==> src/rtl/operand_issue_stage_if.sv <==
// operand_issue_stage_if: decode/register-file/bypass/execute signals of the operand issue stage.
// master drives decode, register file data, bypasses, long-latency writeback and out_ready.
// slave is the stage: it drives in_ready, grf_addr1/2 and the out_* register.
interface operand_issue_stage_if;
    logic        flush;
    logic        in_valid;
    logic        in_ready;
    logic [31:0] in_pc;
    logic [4:0]  in_rs;
    logic [4:0]  in_rt;
    logic        in_use_rs;
    logic        in_use_rt;
    logic [4:0]  in_dest;
    logic        in_long;
    logic [4:0]  grf_addr1;
    logic [4:0]  grf_addr2;
    logic [31:0] grf_data1;
    logic [31:0] grf_data2;
    logic        ex_fwd_valid;
    logic [4:0]  ex_fwd_addr;
    logic [31:0] ex_fwd_data;
    logic        mem_fwd_valid;
    logic [4:0]  mem_fwd_addr;
    logic [31:0] mem_fwd_data;
    logic [4:0]  wb_addr;
    logic [31:0] wb_data;
    logic        lr_done;
    logic [4:0]  lr_addr;
    logic        out_valid;
    logic        out_ready;
    logic [31:0] out_pc;
    logic [31:0] out_rs_val;
    logic [31:0] out_rt_val;
    logic [4:0]  out_dest;
    logic        out_long;

    modport master (
        output flush, in_valid, in_pc, in_rs, in_rt, in_use_rs, in_use_rt, in_dest, in_long,
               grf_data1, grf_data2, ex_fwd_valid, ex_fwd_addr, ex_fwd_data,
               mem_fwd_valid, mem_fwd_addr, mem_fwd_data, wb_addr, wb_data,
               lr_done, lr_addr, out_ready,
        input  in_ready, grf_addr1, grf_addr2, out_valid, out_pc, out_rs_val, out_rt_val,
               out_dest, out_long
    );

    modport slave (
        input  flush, in_valid, in_pc, in_rs, in_rt, in_use_rs, in_use_rt, in_dest, in_long,
               grf_data1, grf_data2, ex_fwd_valid, ex_fwd_addr, ex_fwd_data,
               mem_fwd_valid, mem_fwd_addr, mem_fwd_data, wb_addr, wb_data,
               lr_done, lr_addr, out_ready,
        output in_ready, grf_addr1, grf_addr2, out_valid, out_pc, out_rs_val, out_rt_val,
               out_dest, out_long
    );
endinterface

==> src/rtl/operand_issue_stage.sv <==
// operand_issue_stage: reads/bypasses source operands, stalls on RAW hazards, issues to execute.
// Ports: clk, reset (sync, active-high), bus (operand_issue_stage_if.slave: decode in_*,
// register file grf_*, ex/mem/wb bypasses, lr_* long-latency completion, execute out_*).
module operand_issue_stage (
    input logic            clk,
    input logic            reset,
    operand_issue_stage_if.slave bus
);
    logic [31:0] pending, pending_nxt;
    logic        out_valid, out_long;
    logic [31:0] out_pc, out_rs_val, out_rt_val;
    logic [4:0]  out_dest;
    logic [31:0] rs_val, rt_val;
    logic        haz_rs, haz_rt, accept;

    assign bus.grf_addr1 = bus.in_rs;
    assign bus.grf_addr2 = bus.in_rt;

    // Youngest producer wins; the wb match needs no nonzero test because r0 is caught first.
    assign rs_val = (bus.in_rs == 5'd0) ? 32'd0 :
                    (bus.ex_fwd_valid && bus.ex_fwd_addr == bus.in_rs) ? bus.ex_fwd_data :
                    (bus.mem_fwd_valid && bus.mem_fwd_addr == bus.in_rs) ? bus.mem_fwd_data :
                    (bus.wb_addr == bus.in_rs) ? bus.wb_data : bus.grf_data1;
    assign rt_val = (bus.in_rt == 5'd0) ? 32'd0 :
                    (bus.ex_fwd_valid && bus.ex_fwd_addr == bus.in_rt) ? bus.ex_fwd_data :
                    (bus.mem_fwd_valid && bus.mem_fwd_addr == bus.in_rt) ? bus.mem_fwd_data :
                    (bus.wb_addr == bus.in_rt) ? bus.wb_data : bus.grf_data2;

    // A same-cycle lr_done for the register releases the stall; its data rides the wb bypass.
    assign haz_rs = bus.in_use_rs && bus.in_rs != 5'd0 &&
                    ((out_valid && out_dest == bus.in_rs) ||
                     (pending[bus.in_rs] && !(bus.lr_done && bus.lr_addr == bus.in_rs)));
    assign haz_rt = bus.in_use_rt && bus.in_rt != 5'd0 &&
                    ((out_valid && out_dest == bus.in_rt) ||
                     (pending[bus.in_rt] && !(bus.lr_done && bus.lr_addr == bus.in_rt)));

    assign bus.in_ready = !bus.flush && !haz_rs && !haz_rt && (!out_valid || bus.out_ready);
    assign accept       = bus.in_valid && bus.in_ready;

    // Set is applied after clear so a dispatch colliding with completion keeps the bit.
    always_comb begin
        pending_nxt = pending;
        if (bus.lr_done) pending_nxt[bus.lr_addr] = 1'b0;
        if (out_valid && bus.out_ready && out_long) pending_nxt[out_dest] = 1'b1;
        pending_nxt[0] = 1'b0;
    end

    always_ff @(posedge clk) begin
        if (reset) begin
            pending    <= '0;
            out_valid  <= 1'b0;
            out_pc     <= '0;
            out_rs_val <= '0;
            out_rt_val <= '0;
            out_dest   <= '0;
            out_long   <= 1'b0;
        end else begin
            pending <= pending_nxt;
            if (bus.flush) begin
                out_valid <= 1'b0;
            end else if (accept) begin
                out_valid  <= 1'b1;
                out_pc     <= bus.in_pc;
                out_rs_val <= rs_val;
                out_rt_val <= rt_val;
                out_dest   <= bus.in_dest;
                out_long   <= bus.in_long;
            end else if (bus.out_ready) begin
                out_valid <= 1'b0;
            end
        end
    end

    assign bus.out_valid  = out_valid;
    assign bus.out_pc     = out_pc;
    assign bus.out_rs_val = out_rs_val;
    assign bus.out_rt_val = out_rt_val;
    assign bus.out_dest   = out_dest;
    assign bus.out_long   = out_long;
endmodule

==> src/flat_wrapper.sv <==
// flat-port wrapper written by rule: the top's interface ports become plain ports
module operand_issue_stage_flat 
  (clk, reset, bus_flush, bus_in_valid, bus_in_pc, bus_in_rs, bus_in_rt, bus_in_use_rs, bus_in_use_rt, bus_in_dest, bus_in_long, bus_grf_data1, bus_grf_data2, bus_ex_fwd_valid, bus_ex_fwd_addr, bus_ex_fwd_data, bus_mem_fwd_valid, bus_mem_fwd_addr, bus_mem_fwd_data, bus_wb_addr, bus_wb_data, bus_lr_done, bus_lr_addr, bus_out_ready, bus_in_ready, bus_grf_addr1, bus_grf_addr2, bus_out_valid, bus_out_pc, bus_out_rs_val, bus_out_rt_val, bus_out_dest, bus_out_long);
  operand_issue_stage_if bus_i ();
  input logic clk;
  input logic reset;
  input wire logic [$bits(bus_i.flush)-1:0] bus_flush;
  input wire logic [$bits(bus_i.in_valid)-1:0] bus_in_valid;
  input wire logic [$bits(bus_i.in_pc)-1:0] bus_in_pc;
  input wire logic [$bits(bus_i.in_rs)-1:0] bus_in_rs;
  input wire logic [$bits(bus_i.in_rt)-1:0] bus_in_rt;
  input wire logic [$bits(bus_i.in_use_rs)-1:0] bus_in_use_rs;
  input wire logic [$bits(bus_i.in_use_rt)-1:0] bus_in_use_rt;
  input wire logic [$bits(bus_i.in_dest)-1:0] bus_in_dest;
  input wire logic [$bits(bus_i.in_long)-1:0] bus_in_long;
  input wire logic [$bits(bus_i.grf_data1)-1:0] bus_grf_data1;
  input wire logic [$bits(bus_i.grf_data2)-1:0] bus_grf_data2;
  input wire logic [$bits(bus_i.ex_fwd_valid)-1:0] bus_ex_fwd_valid;
  input wire logic [$bits(bus_i.ex_fwd_addr)-1:0] bus_ex_fwd_addr;
  input wire logic [$bits(bus_i.ex_fwd_data)-1:0] bus_ex_fwd_data;
  input wire logic [$bits(bus_i.mem_fwd_valid)-1:0] bus_mem_fwd_valid;
  input wire logic [$bits(bus_i.mem_fwd_addr)-1:0] bus_mem_fwd_addr;
  input wire logic [$bits(bus_i.mem_fwd_data)-1:0] bus_mem_fwd_data;
  input wire logic [$bits(bus_i.wb_addr)-1:0] bus_wb_addr;
  input wire logic [$bits(bus_i.wb_data)-1:0] bus_wb_data;
  input wire logic [$bits(bus_i.lr_done)-1:0] bus_lr_done;
  input wire logic [$bits(bus_i.lr_addr)-1:0] bus_lr_addr;
  input wire logic [$bits(bus_i.out_ready)-1:0] bus_out_ready;
  output wire logic [$bits(bus_i.in_ready)-1:0] bus_in_ready;
  output wire logic [$bits(bus_i.grf_addr1)-1:0] bus_grf_addr1;
  output wire logic [$bits(bus_i.grf_addr2)-1:0] bus_grf_addr2;
  output wire logic [$bits(bus_i.out_valid)-1:0] bus_out_valid;
  output wire logic [$bits(bus_i.out_pc)-1:0] bus_out_pc;
  output wire logic [$bits(bus_i.out_rs_val)-1:0] bus_out_rs_val;
  output wire logic [$bits(bus_i.out_rt_val)-1:0] bus_out_rt_val;
  output wire logic [$bits(bus_i.out_dest)-1:0] bus_out_dest;
  output wire logic [$bits(bus_i.out_long)-1:0] bus_out_long;
  assign bus_i.flush = bus_flush;
  assign bus_i.in_valid = bus_in_valid;
  assign bus_i.in_pc = bus_in_pc;
  assign bus_i.in_rs = bus_in_rs;
  assign bus_i.in_rt = bus_in_rt;
  assign bus_i.in_use_rs = bus_in_use_rs;
  assign bus_i.in_use_rt = bus_in_use_rt;
  assign bus_i.in_dest = bus_in_dest;
  assign bus_i.in_long = bus_in_long;
  assign bus_i.grf_data1 = bus_grf_data1;
  assign bus_i.grf_data2 = bus_grf_data2;
  assign bus_i.ex_fwd_valid = bus_ex_fwd_valid;
  assign bus_i.ex_fwd_addr = bus_ex_fwd_addr;
  assign bus_i.ex_fwd_data = bus_ex_fwd_data;
  assign bus_i.mem_fwd_valid = bus_mem_fwd_valid;
  assign bus_i.mem_fwd_addr = bus_mem_fwd_addr;
  assign bus_i.mem_fwd_data = bus_mem_fwd_data;
  assign bus_i.wb_addr = bus_wb_addr;
  assign bus_i.wb_data = bus_wb_data;
  assign bus_i.lr_done = bus_lr_done;
  assign bus_i.lr_addr = bus_lr_addr;
  assign bus_i.out_ready = bus_out_ready;
  assign bus_in_ready = bus_i.in_ready;
  assign bus_grf_addr1 = bus_i.grf_addr1;
  assign bus_grf_addr2 = bus_i.grf_addr2;
  assign bus_out_valid = bus_i.out_valid;
  assign bus_out_pc = bus_i.out_pc;
  assign bus_out_rs_val = bus_i.out_rs_val;
  assign bus_out_rt_val = bus_i.out_rt_val;
  assign bus_out_dest = bus_i.out_dest;
  assign bus_out_long = bus_i.out_long;
  operand_issue_stage u_core (.clk(clk), .reset(reset), .bus(bus_i));
endmodule
==> config.mk <==
export PLATFORM = sky130hd
export DESIGN_NAME = operand_issue_stage_flat
export DESIGN_NICKNAME = d
export VERILOG_FILES = /design/src/rtl/operand_issue_stage_if.sv /design/src/rtl/operand_issue_stage.sv /design/src/flat_wrapper.sv
export SDC_FILE = /design/constraint.sdc
export NUM_CORES = 1
export LEC_CHECK = 0
export CAP_MARGIN = 10
export CORE_ASPECT_RATIO = 0.75
export CORE_MARGIN = 3
export CORE_UTILIZATION = 36
export CTS_CLUSTER_SIZE = 10
export DETAILED_ROUTE_END_ITERATION = 8
export PLACE_DENSITY = 0.7
export SETUP_SLACK_MARGIN = 0.5
export SYNTH_ARGS = -nofsm -noshare
export SYNTH_HDL_FRONTEND = slang
export SYNTH_SLANG_ARGS = --single-unit
==> constraint.sdc <==
create_clock -name clk -period 2.5 [get_ports clk]
set_input_delay 0.5 -clock clk [delete_from_list [all_inputs] [get_ports clk]]
set_output_delay 0.5 -clock clk [all_outputs]
set_load 0.02 [all_outputs]
# After elaboration in Yosys (flattened, before gate mapping)
# Index checks and enable logic that the tools add are counted.
[totals]
reg_bits = 135
inputBits = 238
out_inout_bits = 114
wordCells = 86
[op_classes]
order_cmp = 6
eq_ne = 10
muxes = 20
n_bitwise = 4
reduce_logical = 38
[op_table]
columns = ["cell", "count"]
rows = [
  ["32-bit two-way mux", 10],
  ["5-bit equality test", 10],
  ["32-bit AND", 1],
  ["32-bit NOT", 1],
  ["32-bit OR", 1],
  ["5-bit by 6-bit < comparator with 1-bit output, second input constant", 4],
  ["1-bit logical AND", 22],
  ["1-bit binary-select mux with 5-bit select", 2],
  ["1-bit demux with 5-bit select", 2],
  ["5-bit by 1-bit >= comparator with 1-bit output, second input constant", 2],
  ["5-bit logical NOT", 2],
  ["5-bit nonzero test", 2],
  ["1-bit logical NOT", 6],
  ["1-bit two-way mux", 6],
  ["1-bit logical OR", 3],
  ["2-bit AND reduction", 1],
  ["2-bit nonzero test", 1],
  ["2-bit OR reduction", 1],
  ["1-bit NOT", 1],
]

# Logic depth before layout (Yosys ltp)
[depth]
depth_word = 12
mapped_depth = 10
mapped_depth_nobuf = 6

# Least setup slack after synthesis
# OpenSTA, ideal clock, no wires.
[synth_timing]
path_type = "input-to-output"
from = "in bus_in_rt[0]"
to = "out bus_in_ready"
arrival_ps = 2799
slack_ps = -799
path_stages = 6
n_path_buf = 1
path_cell_list = "buf_2 mux4_2 a221o_1 a21oi_1 nor4_1 a2111oi_0"
[synth_via]
elab_chain_cells = 9
word_cells_on_any_way = 15
[synth_lines]
columns = ["item", "line_no", "source"]
rows = [
  ["start, declared", "flat_wrapper.sv:11", "input wire logic [$bits(bus_i.in_rt)-1:0] bus_in_rt;"],
  ["branches (longest 5 deep; another with 1-bit binary-select mux with 5-bit select)", "--", ""],
  ["1-bit logical AND (*)", "operand_issue_stage.sv:33", "assign haz_rt = bus.in_use_rt && bus.in_rt != 5'd0 &&"],
  ["1-bit logical NOT (*)", "operand_issue_stage.sv:37", "assign bus.in_ready = !bus.flush && !haz_rs && !haz_rt && (!out_valid || bus.out_ready);"],
  ["1-bit logical AND (*) (2 in series)", "operand_issue_stage.sv:37", ""],
  ["end, declared", "flat_wrapper.sv:29", "output wire logic [$bits(bus_i.in_ready)-1:0] bus_in_ready;"],
]
# Mark *: on every way between the ends. The select of a mux whose other input is x is not followed.

# Worst setup path after layout
[layout_timing]
from = "reg u_core.pending[23]"
to = "out bus_in_ready"
[layout_via]
elab_chain_cells = 9
word_cells_on_any_way = 15
[layout_lines]
columns = ["item", "line_no", "source"]
rows = [
  ["start, declared", "operand_issue_stage.sv:9", "logic [31:0] pending, pending_nxt;"],
  ["start signal, assigned", "operand_issue_stage.sv:58", "pending <= pending_nxt;"],
  ["1-bit binary-select mux with 5-bit select", "operand_issue_stage.sv:32", "(pending[bus.in_rs] && !(bus.lr_done && bus.lr_addr == bus.in_rs)));"],
  ["1-bit two-way mux (not written as such)", "operand_issue_stage.sv:32", ""],
  ["1-bit logical AND", "operand_issue_stage.sv:32", ""],
  ["1-bit logical OR", "operand_issue_stage.sv:31", "((out_valid && out_dest == bus.in_rs) ||"],
  ["1-bit logical AND", "operand_issue_stage.sv:30", "assign haz_rs = bus.in_use_rs && bus.in_rs != 5'd0 &&"],
  ["1-bit logical NOT", "operand_issue_stage.sv:37", ""],
  ["1-bit logical AND", "operand_issue_stage.sv:37", ""],
  ["1-bit logical AND (*) (2 in series)", "operand_issue_stage.sv:37", ""],
]
# Mark *: on every way between the ends. The rest lies on a longest branch, timed or not. The select of a mux whose other input is x is not followed.

==> flow_summary.json <==
{
  "synth_top_flop_cell": "dfxtp_1",
  "clock_skew_ps": 9.469,
  "min_period_over_period_pct": 109.8,
  "violations": "setup timing",
  "avgRoutedWirePerCell_um": 21.39,
  "p_total_mw": 7.037,
  "placeableCoreArea_sq_um": 25150,
  "crit_type": "reg -> out",
  "syn_inst": 1158,
  "synth.most_common_cell": "o21ai_0",
  "r2r_slack_ps": -230,
  "synth.yosys.seq_area_share_pct": 28.91,
  "syn_to_final_growth_pct": 68.22,
  "antenna_found_initial": 2,
  "place_area_sq_um": 14240,
  "clockBufferDepth": 2,
  "whs_path_depth": 2,
  "required_ps": 2000,
  "reg2reg_from": "u_core.pending[23]$_SDFF_PP0_",
  "worstSkewPairLatency_ps": 430,
  "min_to": "u_core.pending[9]$_SDFF_PP0_",
  "synth-seq-cells": 134,
  "powerDensity_nw_per_um2": 450.9,
  "drive_gt1_share_pct": 16.76,
  "cp.depth": 6,
  "grtUsageMet3_pct": 7.512,
  "synth_top_area_share_pct": 28.91,
  "synth_cell_types": 47,
  "layout.nets": 1818,
  "floorplan.rows": 50,
  "finalInstanceArea_sq_um": 15610,
  "cp_top_family": "compound AO/OA/AOI/OAI gates",
  "period_needed_ps": 2744,
  "fp.dieArea_sq_um": 27760,
  "cp_slowest_cell": "mux4_2",
  "power_leakage_nw": 5.612,
  "irDropWorstVdd_mv": 0.5036,
  "synth_area_leaders": "dfxtp_1 29%, mux2i_1 12%, nand2b_1 9.6%",
  "synth_edf_count": 0,
  "finalSetupViolCount": 104,
  "die_h_um": 145.0,
  "track_usage_pct": 28.68,
  "run_status": "complete, but fails checks",
  "slew-limit-headroom_pct": 44.68,
  "numCtsBuffers": 17,
  "drtPass1Iterations": 7,
  "viasPerCell": 5.617,
  "rsz0062_at_grt": "yes",
  "grt_use_met1_pct": 39.09,
  "slowest_delay_ps": 450,
  "top_usage_layer": "met2",
  "fin_tns_setup_ps": -14300,
  "hold_path.startpoint": "reset",
  "yosysTopAreaCell": "dfxtp_1",
  "htreeDepth": 4,
  "drc": 0,
  "end_kind": "output pin",
  "r2r_cells": 13,
  "drv_cap": 0,
  "dr_total_vias": 10860,
  "path_clk_slew_ps": 70,
  "detail-route-antenna-nets": 0,
  "io_pins": 352,
  "fmax_mhz": 364.4,
  "cp.arrival_ps": 2240,
  "worst_setup_path_start_kind": "flip-flop",
  "grt_max_degree": 117,
  "r2r_end": "u_core.bus.out_rt_val[25]$_SDFFE_PP0P_",
  "asyncSetResetFlopFracSynth_pct": 0,
  "min_path_type": "in -> reg",
  "fin_hold_ws_ps": 344.6,
  "grt_pass1_wl_mm": 62.10,
  "path_max_fanout": 3,
  "first_global_vias": 10540,
  "grt-ovfl-total": 0,
  "path_buf_inv": 1,
  "yosysWarnings": 0,
  "drt-total-wl_mm": 41.34,
  "io_buffers": 351,
  "nFillCells": 2206,
  "synth_area_per_cell_sq_um": 8.013,
  "report.final.slew_viol_count": 0,
  "drt_iter0_markers": 871,
  "crit_chain": "mux4_2 -> a221o_1 -> a21oi_4 -> nor4_2 -> a2111oi_4 -> buf_4",
  "tightest_slew_ps": 826.7,
  "finalHoldViolCount": 0,
  "synth_commonest_cells": "160 x o21ai_0, 143 x nand2b_1, 134 x dfxtp_1, 110 x mux2i_1, 98 x clkbuf_1",
  "cts_tree": "built",
  "netlist_area_sq_um": 9279,
  "place_congestion": 0.9744,
  "syn_nets": 1396,
  "gr-usage-met2_pct": 43.97,
  "die_w_um": 191.4,
  "start_util_pct": 36.90,
  "cts_sinks": 134,
  "dpl.hpwl_mm": 29.52,
  "cts-root-buf": "clkbuf_16",
  "finalWorstSetupSlack_ps": -244.4
}
cell families after synthesis:
family | count (synthesis) | share of synthesized area, %
and+or+nand+nor | 443 | 26.74
buffers and inverters | 133 | 6.553
muxes | 124 | 14.78
AOI/OAI and AO/OA | 274 | 18.30
DFF | 134 | 28.91
xor gates and xnor gates | 50 | 4.720
cell usage in the layout (no fill, tap or decap), types with 39 or more instances in the layout:
cell and n:
and2_1 66, buf_12 39, clkdlybuf4s50_1 319, dfxtp_1 130, nor3_1 66, nand2_1 41, buf_4 106, nand3_1 72
o21ai_0 159, nand2b_1 142, mux2i_1 106, a311oi_1 64
area by class of cell:
type	instances	area [sq um]	share of cell area, %
multi-input cells	891	6141	39.34
repair buffers	533	5743	36.79
well taps	338	422.9	2.709
clock buffers	21	460.4	2.950
flip-flops and latches	134	2688	17.22
clock inverters	11	137.6	0.8818
inverters	3	11.26	0.07214
diodes	2	5.005	0.03206
per-layer routing:
metal	part of all wire [%]	vias to the layer above
li1	-	4995
met1	41	5072
met2	44	686
met3	11	104
met4	3.2	0
met5	0	-
flip-flops by register name, summed over array words and instances (netlist names):
name,count
u_core.bus.out_pc,32
u_core.bus.out_rs_val,32
u_core.bus.out_rt_val,32
u_core.pending,31
u_core.bus.out_dest,5
u_core.bus.out_long,1
u_core.bus.out_valid,1
stage by stage:
step	setup WS (ps)	std cells	util, %
final	-244.4	1933	62.06
after global routing	-313.7	1933	62.06
after CTS	-299.4	1926	61.74
after detailed placement	-1157	1867	56.64
after global placement	-1152	1867	56.64
after floorplan	-64.77	1158	-
worst max-delay path by stage:
stage | startpoint | end | slack (ps)
6_report | u_core.pending[23]$_SDFF_PP0_ | bus_in_ready | -240
5_1_grt | u_core.pending[23]$_SDFF_PP0_ | u_core.bus.out_rt_val[29]$_SDFFE_PP0P_ | -310
4_1_cts | u_core.pending[23]$_SDFF_PP0_ | bus_in_ready | -300
3_5_place_dp | bus_in_rs[0] | bus_in_ready | -1160
3_3_place_gp | bus_in_rt[0] | bus_in_ready | -1150
2_1_floorplan | bus_in_rt[0] | u_core.bus.out_rs_val[0]$_SDFFE_PP0P_ | -60
power by group:
group          switching, mW  total, mW  leakage (nW)  internal [mW]
clock network           1.07       2.62         0.290           1.55
registers             0.0583       2.29          1.09           2.23
logic                  0.987       2.13          4.23           1.15
worst reg2reg max path: stages (launching register included):
cell and delay (ps):
dfxtp_2 330, mux4_2 450, a221o_1 390, a21oi_4 170
buf_6 120, buf_6 80, o41ai_4 60, a2111oi_4 210
buf_6 170, buf_12 140, buf_12 120, buf_6 110
buf_16 120, mux2i_1 190
repair_timing:
item | CTS | global route
gates resized for setup | 103 | 17
buffers inserted | 15 | 5
pin swaps | 8 | 3
hold buffers | 0 | 0
endpoints found under the setup margin | 122 | 108
gates cloned | 12 | 0
(Power assumes the default switching activity.)
